<file path="config.mk">
export PLATFORM = sky130hd
export DESIGN_NAME = mem_port_arbiter
export DESIGN_NICKNAME = d
export VERILOG_FILES = /design/src/rtl/mem_port_arbiter.sv
export SDC_FILE = /design/constraint.sdc
export NUM_CORES = 1
export LEC_CHECK = 0
export CAP_MARGIN = 0
export CORE_MARGIN = 2
export CORE_UTILIZATION = 44
export CTS_BUF_LIST = sky130_fd_sc_hd__clkbuf_4
export DETAILED_ROUTE_END_ITERATION = 12
export GPL_ROUTABILITY_DRIVEN = 0
export GPL_TIMING_DRIVEN = 1
export HOLD_SLACK_MARGIN = 0.1
export PLACE_DENSITY = 0.81
export SYNTH_ARGS = -nofsm -noshare
export SYNTH_HDL_FRONTEND = slang
export SYNTH_SLANG_ARGS = --single-unit
</file>
<file path="constraint.sdc">
create_clock -name clk -period 2.2 [get_ports clk]
set_input_delay 0.22 -clock clk [delete_from_list [all_inputs] [get_ports clk]]
set_output_delay 0.22 -clock clk [all_outputs]
set_load 0.05 [all_outputs]
</file>
<file path="src/rtl/mem_port_arbiter.sv">
// -----------------------------------------------------------------------------
// mem_port_arbiter
//
// Shares one single-port unified instruction/data RAM between the fetch stage
// (read-only) and the memory stage (load/store). Each access runs through a
// fixed sequence IDLE -> ISSUE -> WAIT -> RESP, so accesses never overlap and
// the RAM sees exactly one ram_en cycle per access.
//
// Ports:
//   clk, rst_n          clock, asynchronous active-low reset
//   if_req/if_addr      fetch request, held until if_valid
//   if_flush            kills the in-flight fetch response (wrong path)
//   if_valid/if_rdata   one-cycle fetch response
//   mem_req/mem_we/
//   mem_addr/mem_wdata  load/store request, held until mem_valid
//   mem_valid/mem_rdata one-cycle load/store response (rdata 0 on stores)
//   ram_en/ram_we/
//   ram_addr/ram_wdata  registered RAM command, ram_en one cycle per access
//   ram_rdata           RAM read data, valid LATENCY cycles after ram_en
//   pipe_stall          combinational stall while a requester is waiting
// -----------------------------------------------------------------------------
module mem_port_arbiter #(
  parameter int LATENCY    = 2,
  parameter int MAX_STREAK = 2,
  parameter int AW         = 16,
  parameter int DW         = 16
) (
  input  logic          clk,
  input  logic          rst_n,
  input  logic          if_req,
  input  logic [AW-1:0] if_addr,
  input  logic          if_flush,
  output logic          if_valid,
  output logic [DW-1:0] if_rdata,
  input  logic          mem_req,
  input  logic          mem_we,
  input  logic [AW-1:0] mem_addr,
  input  logic [DW-1:0] mem_wdata,
  output logic          mem_valid,
  output logic [DW-1:0] mem_rdata,
  output logic          ram_en,
  output logic          ram_we,
  output logic [AW-1:0] ram_addr,
  output logic [DW-1:0] ram_wdata,
  input  logic [DW-1:0] ram_rdata,
  output logic          pipe_stall
);

  // Counter widths are kept at least one bit so degenerate parameter values
  // (LATENCY == 1, MAX_STREAK == 0) still elaborate cleanly.
  localparam int CW = (LATENCY > 1) ? $clog2(LATENCY) : 1;
  localparam int SW = (MAX_STREAK > 0) ? $clog2(MAX_STREAK + 1) : 1;
  localparam logic [CW-1:0] CNT_LOAD   = CW'(LATENCY - 1);
  localparam logic [SW-1:0] STREAK_MAX = SW'(MAX_STREAK);

  typedef enum logic [1:0] {
    ST_IDLE  = 2'd0,
    ST_ISSUE = 2'd1,
    ST_WAIT  = 2'd2,
    ST_RESP  = 2'd3
  } state_t;

  state_t          state_r;
  state_t          state_nxt_s;
  logic [CW-1:0]   cnt_r;
  logic [SW-1:0]   streak_r;
  logic [SW-1:0]   streak_nxt_s;
  logic            owner_if_r;
  logic            store_r;
  logic            flush_r;
  logic            grant_if_s;
  logic            grant_mem_s;
  logic            cnt_zero_s;

  logic            if_valid_r;
  logic [DW-1:0]   if_rdata_r;
  logic            mem_valid_r;
  logic [DW-1:0]   mem_rdata_r;
  logic            ram_en_r;
  logic            ram_we_r;
  logic [AW-1:0]   ram_addr_r;
  logic [DW-1:0]   ram_wdata_r;

  assign cnt_zero_s = (cnt_r == {CW{1'b0}});

  // Arbitration: only meaningful in IDLE. MEM normally wins a tie; once MEM
  // has won MAX_STREAK times in a row against a waiting fetch, IF wins.
  always_comb begin
    grant_if_s  = 1'b0;
    grant_mem_s = 1'b0;
    if (state_r == ST_IDLE) begin
      if (if_req && mem_req) begin
        if ((MAX_STREAK != 0) && (streak_r >= STREAK_MAX)) begin
          grant_if_s = 1'b1;
        end else begin
          grant_mem_s = 1'b1;
        end
      end else if (if_req) begin
        grant_if_s = 1'b1;
      end else if (mem_req) begin
        grant_mem_s = 1'b1;
      end else begin
        grant_if_s  = 1'b0;
        grant_mem_s = 1'b0;
      end
    end else begin
      grant_if_s  = 1'b0;
      grant_mem_s = 1'b0;
    end
  end

  // Streak update: counts MEM wins that made a fetch wait, saturating.
  always_comb begin
    streak_nxt_s = streak_r;
    if (grant_if_s) begin
      streak_nxt_s = {SW{1'b0}};
    end else if (grant_mem_s) begin
      if (!if_req) begin
        streak_nxt_s = {SW{1'b0}};
      end else if (streak_r >= STREAK_MAX) begin
        streak_nxt_s = STREAK_MAX;
      end else begin
        streak_nxt_s = streak_r + SW'(1'b1);
      end
    end else begin
      streak_nxt_s = streak_r;
    end
  end

  // Next-state logic of the access sequencer.
  always_comb begin
    state_nxt_s = state_r;
    case (state_r)
      ST_IDLE: begin
        if (grant_if_s || grant_mem_s) begin
          state_nxt_s = ST_ISSUE;
        end else begin
          state_nxt_s = ST_IDLE;
        end
      end
      ST_ISSUE: state_nxt_s = ST_WAIT;
      ST_WAIT: begin
        if (cnt_zero_s) begin
          state_nxt_s = ST_RESP;
        end else begin
          state_nxt_s = ST_WAIT;
        end
      end
      ST_RESP: state_nxt_s = ST_IDLE;
      default: state_nxt_s = ST_IDLE;
    endcase
  end

  // Sequencer state register.
  always_ff @(posedge clk or negedge rst_n) begin
    if (!rst_n) begin
      state_r <= ST_IDLE;
    end else begin
      state_r <= state_nxt_s;
    end
  end

  // Access datapath: latches the winner, drives the RAM command, counts the
  // read latency, captures read data and produces the one-cycle responses.
  always_ff @(posedge clk or negedge rst_n) begin
    if (!rst_n) begin
      cnt_r       <= {CW{1'b0}};
      streak_r    <= {SW{1'b0}};
      owner_if_r  <= 1'b0;
      store_r     <= 1'b0;
      flush_r     <= 1'b0;
      if_valid_r  <= 1'b0;
      if_rdata_r  <= {DW{1'b0}};
      mem_valid_r <= 1'b0;
      mem_rdata_r <= {DW{1'b0}};
      ram_en_r    <= 1'b0;
      ram_we_r    <= 1'b0;
      ram_addr_r  <= {AW{1'b0}};
      ram_wdata_r <= {DW{1'b0}};
    end else begin
      // Strobes are single-cycle; they are only raised by the cases below.
      ram_en_r    <= 1'b0;
      ram_we_r    <= 1'b0;
      if_valid_r  <= 1'b0;
      mem_valid_r <= 1'b0;
      streak_r    <= streak_nxt_s;
      case (state_r)
        ST_IDLE: begin
          flush_r <= 1'b0;
          if (grant_if_s) begin
            owner_if_r  <= 1'b1;
            store_r     <= 1'b0;
            ram_en_r    <= 1'b1;
            ram_addr_r  <= if_addr;
            ram_wdata_r <= {DW{1'b0}};
          end else if (grant_mem_s) begin
            owner_if_r  <= 1'b0;
            store_r     <= mem_we;
            ram_en_r    <= 1'b1;
            ram_we_r    <= mem_we;
            ram_addr_r  <= mem_addr;
            ram_wdata_r <= mem_wdata;
          end else begin
            owner_if_r  <= owner_if_r;
          end
        end
        ST_ISSUE: begin
          cnt_r <= CNT_LOAD;
          if (owner_if_r && if_flush) begin
            flush_r <= 1'b1;
          end
        end
        ST_WAIT: begin
          if (owner_if_r && if_flush) begin
            flush_r <= 1'b1;
          end
          if (!cnt_zero_s) begin
            cnt_r <= cnt_r - CW'(1'b1);
          end else if (owner_if_r) begin
            // A flush seen in this very cycle must also suppress the response.
            if (!(flush_r || if_flush)) begin
              if_rdata_r <= ram_rdata;
              if_valid_r <= 1'b1;
            end
          end else begin
            mem_rdata_r <= store_r ? {DW{1'b0}} : ram_rdata;
            mem_valid_r <= 1'b1;
          end
        end
        ST_RESP: begin
          flush_r <= 1'b0;
        end
        default: begin
          flush_r <= 1'b0;
        end
      endcase
    end
  end

  assign if_valid   = if_valid_r;
  assign if_rdata   = if_rdata_r;
  assign mem_valid  = mem_valid_r;
  assign mem_rdata  = mem_rdata_r;
  assign ram_en     = ram_en_r;
  assign ram_we     = ram_we_r;
  assign ram_addr   = ram_addr_r;
  assign ram_wdata  = ram_wdata_r;
  assign pipe_stall = (if_req & ~if_valid_r) | (mem_req & ~mem_valid_r);

endmodule
</file>
==> results.md <==
* Die Span X at 90.22 µm
* Final Cycle Share at 0.8442
* Via Count at 2855
* Mapped Nets at 379
* I/O Buffers at 138
* Share of layout cells above drive strength 1 at 0.1091
* Syn_area_per_cell at 10.65 µm²
* Area grow syn2layout at 51.45%
* Placed cells at 532
* First-pass GRT wire length at 14350 µm
* CP endpoint kind: register
* Sequential power share at 0.296
* Switch share at 0.4882
* CTS Sinks at 76
* Final Skew at 0.01255 ns
* Drt total wl at 8660 µm
* Adder-Cell Fraction of Synth Area at 0.007651
* Status: completed
* Yosys top cell by area: dfrtp_1
* Dpl ws at 0.3844 ns
* Maximum vdd ir drop at 919.0 µV
* Switching pwr at 4.021 mW
* Skew-Pair Late Insertion Delay at 0.40 ns
* Initial Util at 0.4533
* Vias in the first global route at 2922
* Synth Area in Simple Gates at 0.1201
* Post-synthesis mux area share at 0.06159
* Top cells by area, synth: dfrtp_1, o21ai_0, mux2_2
* Clock share of power at 0.112
* Post-CTS Setup Inserts at 0
* Internal power at 4.215 mW
* Nets at 517
* Most used DFF post-synth: dfrtp_1
* Yosys cell types at 32
* Largest family of logic cells by synthesized area: compound AO/OA/AOI/OAI gates
* Number of DRC markers in iteration 0 at 162
* Hold WC Path Type: primary input to register
* Crit-path max cell delay at 0.44 ns
* Root Buffer Master: clkbuf_4
* Top-area cell type share of the netlist area at 0.5815
* Synth top cells by count: dfrtp_1, o21ai_0, nand2_1
* Synthesized flop and latch total at 76
* Post-synth EDFFs at 0
* Non-Filler Instances at 548
* Placed wire-length estimate at 6154 µm
* Routed vias/inst at 5.210
* Max-slew violation count at 0
* Hold Buf Count CTS at 1
* Startpoint Class: register
* Top-count cell post-synth: dfrtp_1
* DR DRC count at 0
* Gr usage total at 0.2173
* Post-layout min period at 1.857 ns
* Synth Warn # at 0
* Ant diodes at 0
* Post-synthesis xor/xnor area fraction at 0
* Htree depth at 3
* Num ports at 139
* Core Area at 0.007214 mm²
* Routed wire per std cell at 15.80 µm
* Fmax at 0.5384 GHz
* Number of detailed-route iterations in the first pass at 4
* Total power per unit cell area at 1663 mW/mm²
* Final hold violation count at 0
* RSZ-0062 raised after global routing: false
* Worst r2r path cells at 6
* Critical R2R Capture: ram_wdata[15]
* Crit Reg-Reg Startpoint: state_r[0]
* Cell row count at 31
* Flop2flop setup slack at 0.34 ns
* Gate power share at 0.592
* Post-route cell area at 0.004954 mm²
* Die area at 0.008139 mm²
* Cell Chain, Critical Path: inv_1 -> ha_1 -> nand2_1 -> nor2_1 -> buf_4 -> a21oi_1
* Hold Startpoint: mem_wdata[7]
* Post-route ant nets at 0
* Hold endpoint: ram_wdata[7]
* CP Data Arrival Time at 2.14 ns
* Hold slack at 0.3776 ns
* Placed Area at 0.004791 mm²
* Post-Synthesis Cells at 307
* # setup viols final at 0
* Worst Max-Slew Pin Slew at 0.6955 ns
* Critical path fanouts, max at 18
* CTS tree: yes
* Max capacitance violation total at 0
* Initial antenna violation count at 0
* Leak at 2.067 nW
* Final WS setup at 0.3428 ns
* Mapped Area at 0.003271 mm²
* Pin count of the biggest net entering global routing at 51
* Setup TNS at 0 ns
* TritonCTS Buffers at 9
* Compound-Gate Fraction of Synth Area at 0.1859
* Die outline height at 90.22 µm
* CTS clk-pin slew, worst paths at 0.11 ns
* WHS Path Cells at 3
* Post-synth ARST share at 1.000
* WP data required at 2.48 ns
* Crit path kind: register to register
* Total grt overflow at 0
* Rel. slew slack at 0.5361
* Seq/Total Area, Yosys at 0.5815
* CP max-delay cell: nand2_1
* PostCTS Resize Cnt at 0
* Clock Tree Buf Depth at 2
==> per-stage QoR <==
stage	util	total power, mW
after floorplan	-	5.633
after global placement	0.6641	7.255
after detailed placement	0.6641	7.350
after CTS	0.6866	8.295
after global routing	0.6866	8.664
final	0.6866	8.235
==> power by group through the flow <==
stage | registers (mW) | logic [mW] | clock network, mW
detailed placement | 2.47 | 4.89 | 0
floorplan | 4.42 | 1.22 | 0
finish | 2.44 | 4.87 | 0.926
global route | 2.52 | 5.14 | 1.01
CTS | 2.45 | 4.90 | 0.951
global placement | 2.44 | 4.81 | 0
==> cell families (layout without fill, tap and decap cells) <==
kind of cell               count (synthesis)  after routing
and+or+nand+nor                           76             76
adders and majority gates                  2              2
DFF                                       76             76
AOI/OAI and AO/OA                        103            103
muxes                                     18             18
buffers and inverters                     32            174
==> placed cells by master (no fill, tap or decap), types with 3 or more instances in the layout <==
| cell | Yosys | routed |
|---|---|---|
| clkdlybuf4s50_1 | 0 | 136 |
| dfrtp_1 | 76 | 76 |
| o21ai_0 | 45 | 45 |
| nand2_1 | 19 | 19 |
| mux2_2 | 17 | 17 |
| nor2_1 | 17 | 17 |
| nand2b_1 | 16 | 16 |
| a21oi_1 | 16 | 16 |
| o2111ai_1 | 16 | 16 |
| a31oi_1 | 16 | 16 |
| nand3_1 | 15 | 15 |
| buf_4 | 1 | 12 |
| clkbuf_4 | 0 | 10 |
| inv_1 | 6 | 6 |
| o21ai_1 | 6 | 6 |
| buf_12 | 0 | 3 |
==> registers in the layout, indices dropped and copies added (netlist names), 2 cells and up <==
name       cells
if_rdata      16
mem_rdata     16
ram_addr      16
ram_wdata     16
state_r        2
streak_r       2
==> per-layer routing <==
metal / GRT usage / part of all wire
met5: 0 / 0
met1: 0.2821 / 0.43
met4: 0.07308 / 0.0073
met2: 0.3496 / 0.49
met3: 0.06538 / 0.074
==> critical path, delay by kind of cell (launching register included) <==
| kind | cells | cell delay, ns |
|---|---|---|
| fa+ha+maj | 1 | 0.36 |
| compound gates | 1 | 0.06 |
| buf+inv | 2 | 0.29 |
| flops | 1 | 0.38 |
| simple gates | 2 | 0.65 |
==> how the worst max path moves through the flow <==
stage	to	cells past startpoint	startpoint	slack, ns
floorplan	if_rdata[10]	6	state_r[0]	0.45
global placement	ram_wdata[5]	4	if_req	0.42
detailed placement	ram_wdata[15]	6	state_r[0]	0.38
CTS	ram_addr[9]	1	ram_addr[9]	0.35
global route	ram_wdata[10]	6	state_r[0]	0.14
finish	ram_wdata[15]	6	state_r[0]	0.34
==> final cells by class <==
class                           count  area, µm²
Inverter                            7      26.28
Clock inverter                      5      77.57
Tap cell                           99      123.9
Fill cell                         563       2261
Clock buffer                       10      75.07
Timing Repair Buffer              152       1521
Sequential cell                    76       1902
Multi-Input combinational cell    199       1227
No activity file was read; power rests on OpenSTA's default activity.
